**config.mk**
```make
export PLATFORM = sky130hd
export DESIGN_NAME = contadores_param_flat
export DESIGN_NICKNAME = d
export VERILOG_FILES = /design/src/rtl/contadores_param_if.sv /design/src/rtl/contadores_param.sv /design/src/flat_wrapper.sv
export SDC_FILE = /design/constraint.sdc
export NUM_CORES = 1
export LEC_CHECK = 0
export CAP_MARGIN = 20
export CORE_ASPECT_RATIO = 1.75
export CORE_MARGIN = 2
export CORE_UTILIZATION = 33
export DETAILED_ROUTE_END_ITERATION = 8
export GPL_ROUTABILITY_DRIVEN = 0
export HOLD_SLACK_MARGIN = 0.03
export SLEW_MARGIN = 20
export SYNTH_ARGS = -nofsm -noshare
export SYNTH_HDL_FRONTEND = slang
export SYNTH_SLANG_ARGS = --single-unit
```
**constraint.sdc**
```tcl
create_clock -name clk -period 1.6 [get_ports clk]
set_clock_uncertainty 0.15 [all_clocks]
set_input_delay 0.16 -clock clk [delete_from_list [all_inputs] [get_ports clk]]
set_output_delay 0.16 -clock clk [all_outputs]
set_load 0.05 [all_outputs]
```
**src/rtl/contadores_param_if.sv**
```systemverilog
// -----------------------------------------------------------------------------
// contadores_param_if
// Readout port of the word counter block. The host raises req with a channel
// number on idx. One cycle later the counter block answers on data/valid, or
// it pulses rd_err if it refuses the request.
//   req    host -> counters  readout request, sampled every cycle
//   idx    host -> counters  channel selected for readout
//   data   counters -> host  registered count of the selected channel
//   valid  counters -> host  one-cycle qualifier for data
//   rd_err counters -> host  one-cycle pulse for a rejected request
// -----------------------------------------------------------------------------
interface contadores_param_if #(
  parameter int IDX_BITS = 2,
  parameter int CNT_BITS = 5
);
  logic                req;
  logic [IDX_BITS-1:0] idx;
  logic [CNT_BITS-1:0] data;
  logic                valid;
  logic                rd_err;

  modport master (
    output req,
    output idx,
    input  data,
    input  valid,
    input  rd_err
  );

  modport slave (
    input  req,
    input  idx,
    output data,
    output valid,
    output rd_err
  );
endinterface

```
**src/rtl/contadores_param.sv**
```systemverilog
// -----------------------------------------------------------------------------
// contadores_param
// Counts the words popped from each of NUM_CH FIFOs while the main FSM is in
// ST_ACTIVE. Each counter saturates at 2**CNT_BITS-1 and sets a sticky ovf
// flag when that happens. While the main FSM is in ST_IDLE, the host can read
// any counter through the req/idx port. The response arrives one cycle later
// and is registered.
//
// Ports
//   clk        system clock, rising edge
//   rst        asynchronous active-low reset (0 = reset)
//   estado_FSM current state of the main FSM
//   fifo_pop   per-channel pop strobe, one word per asserted cycle
//   ovf        sticky per-channel saturation flag
//   rd_if      readout port (req/idx in, data/valid/rd_err out)
//
// Build option
//   CONTADORES_CLR_ON_READ_EN : when defined, an accepted read clears the
//   counter and ovf flag of the channel it reads. When undefined, reads leave
//   the counters unchanged.
// -----------------------------------------------------------------------------
module contadores_param #(
  parameter int         NUM_CH    = 4,
  parameter int         IDX_BITS  = 2,
  parameter int         CNT_BITS  = 5,
  parameter logic [3:0] ST_ACTIVE = 4'b1000,
  parameter logic [3:0] ST_IDLE   = 4'b0001
) (
  input  logic              clk,
  input  logic              rst,
  input  logic [3:0]        estado_FSM,
  input  logic [NUM_CH-1:0] fifo_pop,
  output logic [NUM_CH-1:0] ovf,
  contadores_param_if.slave rd_if
);

  localparam logic [CNT_BITS-1:0] CNT_MAX = {CNT_BITS{1'b1}};
  localparam logic [CNT_BITS-1:0] CNT_ONE = {{(CNT_BITS-1){1'b0}}, 1'b1};

  typedef enum logic [0:0] {
    RD_IDLE = 1'b0,
    RD_RESP = 1'b1
  } rd_state_t;

  rd_state_t           r_state;
  rd_state_t           w_state_nxt;
  logic [CNT_BITS-1:0] r_cnt     [NUM_CH];
  logic [CNT_BITS-1:0] w_cnt_nxt [NUM_CH];
  logic [NUM_CH-1:0]   r_ovf;
  logic [NUM_CH-1:0]   w_ovf_nxt;
  logic [CNT_BITS-1:0] r_data;
  logic [CNT_BITS-1:0] w_data_nxt;
  logic                r_valid;
  logic                w_valid_nxt;
  logic                r_rd_err;
  logic                w_rd_err_nxt;

  logic                w_counting;
  logic                w_idx_ok;
  logic                w_accept;
  logic [NUM_CH-1:0]   w_sel_hot;
  logic [CNT_BITS-1:0] w_sel_cnt;
  logic [NUM_CH-1:0]   w_clr;

  assign w_counting = (estado_FSM == ST_ACTIVE);
  // Compare at 32 bits, because NUM_CH may equal 2**IDX_BITS.
  assign w_idx_ok   = (32'(rd_if.idx) < 32'(NUM_CH));
  assign w_accept   = rd_if.req && (estado_FSM == ST_IDLE) && w_idx_ok;

  // Decode idx to a one-hot channel select and mux out the current count.
  // Out-of-range idx selects nothing, so the mux never indexes past the array.
  always_comb begin
    w_sel_hot = {NUM_CH{1'b0}};
    w_sel_cnt = {CNT_BITS{1'b0}};
    for (int i = 0; i < NUM_CH; i++) begin
      if (32'(rd_if.idx) == 32'(i)) begin
        w_sel_hot[i] = 1'b1;
        w_sel_cnt    = r_cnt[i];
      end else begin
        w_sel_hot[i] = 1'b0;
      end
    end
  end

`ifdef CONTADORES_CLR_ON_READ_EN
  assign w_clr = w_accept ? w_sel_hot : {NUM_CH{1'b0}};
`else
  assign w_clr = {NUM_CH{1'b0}};
`endif

  // Next count and ovf for each channel: clear-on-read takes priority, then
  // saturating increment, otherwise hold.
  always_comb begin
    for (int i = 0; i < NUM_CH; i++) begin
      w_cnt_nxt[i] = r_cnt[i];
      w_ovf_nxt[i] = r_ovf[i];
      if (w_clr[i]) begin
        // A pop in the same cycle as the read is counted after the clear.
        w_cnt_nxt[i] = (w_counting && fifo_pop[i]) ? CNT_ONE : {CNT_BITS{1'b0}};
        w_ovf_nxt[i] = 1'b0;
      end else if (w_counting && fifo_pop[i]) begin
        if (r_cnt[i] == CNT_MAX) begin
          w_ovf_nxt[i] = 1'b1;
        end else begin
          w_cnt_nxt[i] = r_cnt[i] + CNT_ONE;
        end
      end else begin
        w_cnt_nxt[i] = r_cnt[i];
      end
    end
  end

  // Counter and sticky overflow registers.
  always_ff @(posedge clk or negedge rst) begin
    if (!rst) begin
      for (int i = 0; i < NUM_CH; i++) begin
        r_cnt[i] <= {CNT_BITS{1'b0}};
      end
      r_ovf <= {NUM_CH{1'b0}};
    end else begin
      for (int i = 0; i < NUM_CH; i++) begin
        r_cnt[i] <= w_cnt_nxt[i];
      end
      r_ovf <= w_ovf_nxt;
    end
  end

  // Readout FSM next state and response. A request in either state produces
  // a response on the next cycle. Without a request, the FSM drops back to
  // RD_IDLE with all outputs at zero. The data is the count before this edge
  // updates it, so a same-cycle pop is not yet included.
  always_comb begin
    w_state_nxt  = RD_IDLE;
    w_data_nxt   = {CNT_BITS{1'b0}};
    w_valid_nxt  = 1'b0;
    w_rd_err_nxt = 1'b0;
    case (r_state)
      RD_IDLE, RD_RESP: begin
        if (rd_if.req) begin
          w_state_nxt = RD_RESP;
          if (w_accept) begin
            w_data_nxt  = w_sel_cnt;
            w_valid_nxt = 1'b1;
          end else begin
            w_rd_err_nxt = 1'b1;
          end
        end else begin
          w_state_nxt = RD_IDLE;
        end
      end
      default: begin
        w_state_nxt = RD_IDLE;
      end
    endcase
  end

  // Readout state and registered response outputs.
  always_ff @(posedge clk or negedge rst) begin
    if (!rst) begin
      r_state  <= RD_IDLE;
      r_data   <= {CNT_BITS{1'b0}};
      r_valid  <= 1'b0;
      r_rd_err <= 1'b0;
    end else begin
      r_state  <= w_state_nxt;
      r_data   <= w_data_nxt;
      r_valid  <= w_valid_nxt;
      r_rd_err <= w_rd_err_nxt;
    end
  end

  assign rd_if.data   = r_data;
  assign rd_if.valid  = r_valid;
  assign rd_if.rd_err = r_rd_err;
  assign ovf          = r_ovf;

endmodule

```
**src/flat_wrapper.sv**
```systemverilog
// flat-port wrapper written by rule: the top's interface ports become plain ports
module contadores_param_flat 
#(
  parameter int         NUM_CH    = 4,
  parameter int         IDX_BITS  = 2,
  parameter int         CNT_BITS  = 5,
  parameter logic [3:0] ST_ACTIVE = 4'b1000,
  parameter logic [3:0] ST_IDLE   = 4'b0001
)
  (clk, rst, estado_FSM, fifo_pop, ovf, rd_if_req, rd_if_idx, rd_if_data, rd_if_valid, rd_if_rd_err);
  contadores_param_if #(.IDX_BITS(IDX_BITS), .CNT_BITS(CNT_BITS)) rd_if_i ();
  input  logic clk;
  input  logic rst;
  input  logic [3:0] estado_FSM;
  input  logic [NUM_CH-1:0] fifo_pop;
  output logic [NUM_CH-1:0] ovf;
  input wire logic [$bits(rd_if_i.req)-1:0] rd_if_req;
  input wire logic [$bits(rd_if_i.idx)-1:0] rd_if_idx;
  output wire logic [$bits(rd_if_i.data)-1:0] rd_if_data;
  output wire logic [$bits(rd_if_i.valid)-1:0] rd_if_valid;
  output wire logic [$bits(rd_if_i.rd_err)-1:0] rd_if_rd_err;
  assign rd_if_i.req = rd_if_req;
  assign rd_if_i.idx = rd_if_idx;
  assign rd_if_data = rd_if_i.data;
  assign rd_if_valid = rd_if_i.valid;
  assign rd_if_rd_err = rd_if_i.rd_err;
  contadores_param #(.NUM_CH(NUM_CH), .IDX_BITS(IDX_BITS), .CNT_BITS(CNT_BITS), .ST_ACTIVE(ST_ACTIVE), .ST_IDLE(ST_IDLE)) u_core (.clk(clk), .rst(rst), .estado_FSM(estado_FSM), .fifo_pop(fifo_pop), .ovf(ovf), .rd_if(rd_if_i));
endmodule
```
==> Yosys cells after proc, flatten, opt, wreduce, memory -nomap -nowiden <==
Index checks and enable logic that the tools add are counted.
{ "classes": {"add_sub_neg": 4, "n_eq_ne": 9, "mux": 10, "bitwise": 4, "reduce_logical": 14} }
{ "op_table": {"columns": ["operator", "n"], "rows": [
  ["$mux 5", 6],
  ["$add 5x1->5 const B", 4],
  ["$eq 5x5->1 const B", 4],
  ["$reduce_and 2->1", 8],
  ["$logic_and 1x1->1", 5],
  ["$eq 2x2->1 const B", 2],
  ["$eq 4x1->1 const B", 1],
  ["$eq 4x4->1 const B", 1],
  ["$mux 1", 4],
  ["$not 1->1", 4],
  ["$eq 2x1->1 const B", 1],
  ["$logic_not 2->1", 1]
]} }
{ "word_totals": {"reg_bits": 31, "wordCells": 52} }

==> Depth between registers and ports, before layout <==
{ "depth": {"word_depth": 7, "ltp_mapped": 5, "ltp_nobuf": 5} }

==> Least setup slack after synthesis <==
No wires, ideal clock.
{ "synth_timing": {"kind": "register to register", "startpoint": "reg u_core.r_cnt[15] (netlist name)", "endpoint": "reg u_core.r_cnt[16] (netlist name)", "setup_ns": 0.125, "arrival_time_ns": 1.457, "t_required_ns": 1.325, "slack_ns": -0.132, "stages_incl_launch_ff": 6, "path_buffers": 0, "cell_sequence": "dfrtp_1 > ha_1 > and3_1 > ha_1 > nand3b_1 > mux2_2"} }
{ "synth_via": {"elab_chain_len": 3, "elab_cells_between_ends": 4} }
{ "synth_lines": {"columns": ["item", "line_no", "rtl"], "rows": [
  ["start: declaration", "contadores_param.sv:47", "logic [CNT_BITS-1:0] r_cnt [NUM_CH];"],
  ["start signal: indexed assignment", "contadores_param.sv:117", "r_cnt[i] <= {CNT_BITS{1'b0}};"],
  ["start signal: indexed assignment", "contadores_param.sv:122", "r_cnt[i] <= w_cnt_nxt[i];"],
  ["branches (longest 3 deep; another with $add 5x1->5)", null, null]
]} }
Parallel ways; which one is timed is not known.
A chain may end at the register's enable or synchronous reset.

==> Worst setup path after layout <==
{ "layout_timing": {"startpoint": "reg u_core.r_cnt[1] (netlist name)", "endpoint": "reg u_core.r_cnt[1] (netlist name)"} }
The elaborated chain is that of the path after synthesis.

==> impl_metrics.env <==
export IMPL_sw_frac_of_total_pct=27.8
export IMPL_violations="negative setup slack"
export IMPL_clkLatencyLatePin_ns=0.28
export IMPL_drc=0
export IMPL_num_rows=32
export IMPL_io_buffers=23
export IMPL_synth_top_cell_by_area="dfrtp_1"
export IMPL_period_needed_ns=1.73
export IMPL_cts_tree="built"
export IMPL_die_y_um=91.9
export IMPL_drt_total_wl_um=3350
export IMPL_power_internal_mw=1.79
export IMPL_antenna_found_initial=0
export IMPL_syn2layout_area_growth_pct=50.9
export IMPL_clockBufferDepth=2
export IMPL_syn_nets=121
export IMPL_crit_family="flip-flops"
export IMPL_clk_pin_slew_ns=0.06
export IMPL_clock_sinks=31
export IMPL_grt_max_degree=32
export IMPL_power_total_mw=2.48
export IMPL_p_leak_nw=1.07
export IMPL_postRouteAntennaNets=0
export IMPL_cp_arrival_ns=1.74
export IMPL_p_switching_mw=0.689
export IMPL_yosysUniqueCellTypes=16
export IMPL_ctsRootBufferMaster="clkbuf_8"
export IMPL_htreeDepth=2
export IMPL_seqPwrFrac_pct=41.0
export IMPL_hold_path_class="input port to async pin"
export IMPL_hpwl_um=2550
export IMPL_vias=1073
export IMPL_startpoint_type="flop"
export IMPL_dr_pass1_iters=4
export IMPL_cp_max_fo=3
export IMPL_avgSynthCellArea_sq_um=14.6
export IMPL_grt_util_all_layers_pct=15.4
export IMPL_required_ns=1.62
export IMPL_status="finished with violations"
export IMPL_setup_viol=15
export IMPL_worstSetupPathType="flop to flop"
export IMPL_synth_seq_cells=31
export IMPL_placed_area_sq_um=2040
export IMPL_max_slew_margin_rel_pct=73.3
export IMPL_rsz0062_at_grt="true"
export IMPL_grt_pass1_vias=1172
export IMPL_peakVddDrop_v=0.000759
export IMPL_post_place_ws_ns=-0.292
export IMPL_slew_violations=0
export IMPL_coreArea_sq_um=4320
export IMPL_cp_end_kind="flop"
export IMPL_design_area_sq_um=2200
export IMPL_diodes=0
export IMPL_comb_power_share_pct=36.6
export IMPL_cpMaxStageDelayCell="dfrtp_1"
export IMPL_gr_total_overflow=0
export IMPL_synth_cells=100
export IMPL_grt_pass1_wl_um=5490
export IMPL_utilization_pct=50.9
export IMPL_power_share_clock_pct=22.4
export IMPL_start_util_pct=33.7
export IMPL_worstMarginPinSlew_ns=0.401
export IMPL_fmax_mhz=579
export IMPL_layout_common_cells="buf_4, dfrtp_1, clkdlybuf4s50_1"
export IMPL_drv_cap=0
export IMPL_synthesis_area_sq_um=1460
export IMPL_cpPeakStageDelay_ns=0.39
export IMPL_hold_buffers=0
export IMPL_wl_per_cell_um=15.4
export IMPL_whs_ns=0.124
export IMPL_hold_viol_final=0
export IMPL_die_area_sq_um=4990
export IMPL_p_per_area_nw_per_um2=1130
export IMPL_synth_warning_count=0
export IMPL_ys_seq_area_share_pct=53.2
export IMPL_final_common_cell="buf_4"
export IMPL_drive_gt1_share_pct=52.4
export IMPL_synth_area_leaders="dfrtp_1, mux4_2, xnor2_1, ha_1, mux2_2"
export IMPL_synth_top_area_share_pct=53.2
export IMPL_numCtsBuffers=5
export IMPL_path_cells="ha_2 > and3_4 > ha_4 > nand3b_1 > mux2_4"
export IMPL_fp_dieW_um=54.2
export IMPL_crit_buf_inv=0
export IMPL_drt_iter0_markers=16
export IMPL_finalCritPeriodShare_pct=108
export IMPL_via_per_inst=4.94
export IMPL_num_io_pins=24
export IMPL_setup_ws_ns=-0.126
export IMPL_nets=188
## what timing repair did
action	CTS	global route
gates resized for setup	4	3
endpoints found under the setup margin	19	20
buffers inserted	1	5
pin swaps	7	6
## power groups by stage
stage                     sequential [mW]  clock, mW  combinational [mW]
final                                1.02      0.554               0.906
after global routing                 1.03      0.593               0.989
after CTS                            1.02      0.571               0.827
after detailed placement             1.03          0               0.808
after global placement               1.02          0               0.759
after floorplan                      1.07          0               0.307
## cell usage after synthesis
cell and n:
inv_1 1, nor4b_4 1, mux2_2 8, nand4b_1 8, a31o_2 4, dfrtp_1 31
nand2_1 1, nor4b_1 1, clkbuf_1 1, nor2b_1 1, and3_1 13, xnor2_1 12
buf_4 1, mux4_2 5, ha_1 8, nand3b_1 4
## state kept, by name (all words and copies together), names as in the netlist
name                 count
u_core.rd_if.rd_err      1
u_core.ovf               4
u_core.rd_if.data        5
u_core.rd_if.valid       1
u_core.r_cnt            20
## routing by layer
layer,up-vias,part of all wire [%],global-route usage [%]
met5,-,0,0
met4,0,1.5,5.42
met3,6,4.2,3.75
met2,23,59,28.1
met1,533,36,15.8
li1,511,-,-
## path summary, 6_finish.rpt
path                                                to  cells past startpoint  slack, ns                         from
hold / removal               u_core.ovf[0]$_DFFE_PN0P_                      2       0.12                          rst
max in group asynchronous    u_core.ovf[1]$_DFFE_PN0P_                      2       0.88                          rst
min in group clk             u_core.ovf[0]$_DFFE_PN0P_                      1       0.32    u_core.ovf[0]$_DFFE_PN0P_
setup / recovery           u_core.r_cnt[1]$_DFFE_PN0P_                      5      -0.13  u_core.r_cnt[1]$_DFFE_PN0P_
setup reg to reg           u_core.r_cnt[1]$_DFFE_PN0P_                      5      -0.13  u_core.r_cnt[1]$_DFFE_PN0P_
hold reg to reg              u_core.ovf[0]$_DFFE_PN0P_                      1       0.32    u_core.ovf[0]$_DFFE_PN0P_
## cell families after synthesis
family / Yosys count / share of synthesized area, %
compound gates: 4 / 2.40
buf+inv: 3 / 1.03
simple gates: 29 / 15.4
fa+ha+maj: 8 / 6.87
xor+xnor: 12 / 7.21
mux: 13 / 13.9
flops: 31 / 53.2
## through the flow
step | setup TNS, ns | instances
CTS | -1.05 | 212
global route | -2.18 | 217
detailed placement | -4.72 | 205
finish | -1.19 | 217
global placement | -4.82 | 205
floorplan | -0.647 | 100
## area by class of cell
| class | instances | area (sq um) |
|---|---|---|
| timing repair buffer | 62 | 507 |
| fill | 386 | 2120 |
| clock buffer | 6 | 72.6 |
| multi-input combinational | 66 | 777 |
| tap | 51 | 63.8 |
| inverter | 1 | 3.75 |
| sequential | 31 | 776 |
## worst register-to-register path, cell delays in order (launching register included)
cell,delay [ns]
dfrtp_1,0.39
ha_2,0.20
and3_4,0.15
ha_4,0.16
nand3b_1,0.23
mux2_4,0.33
Note: power is estimated with default switching activity, not from simulation.
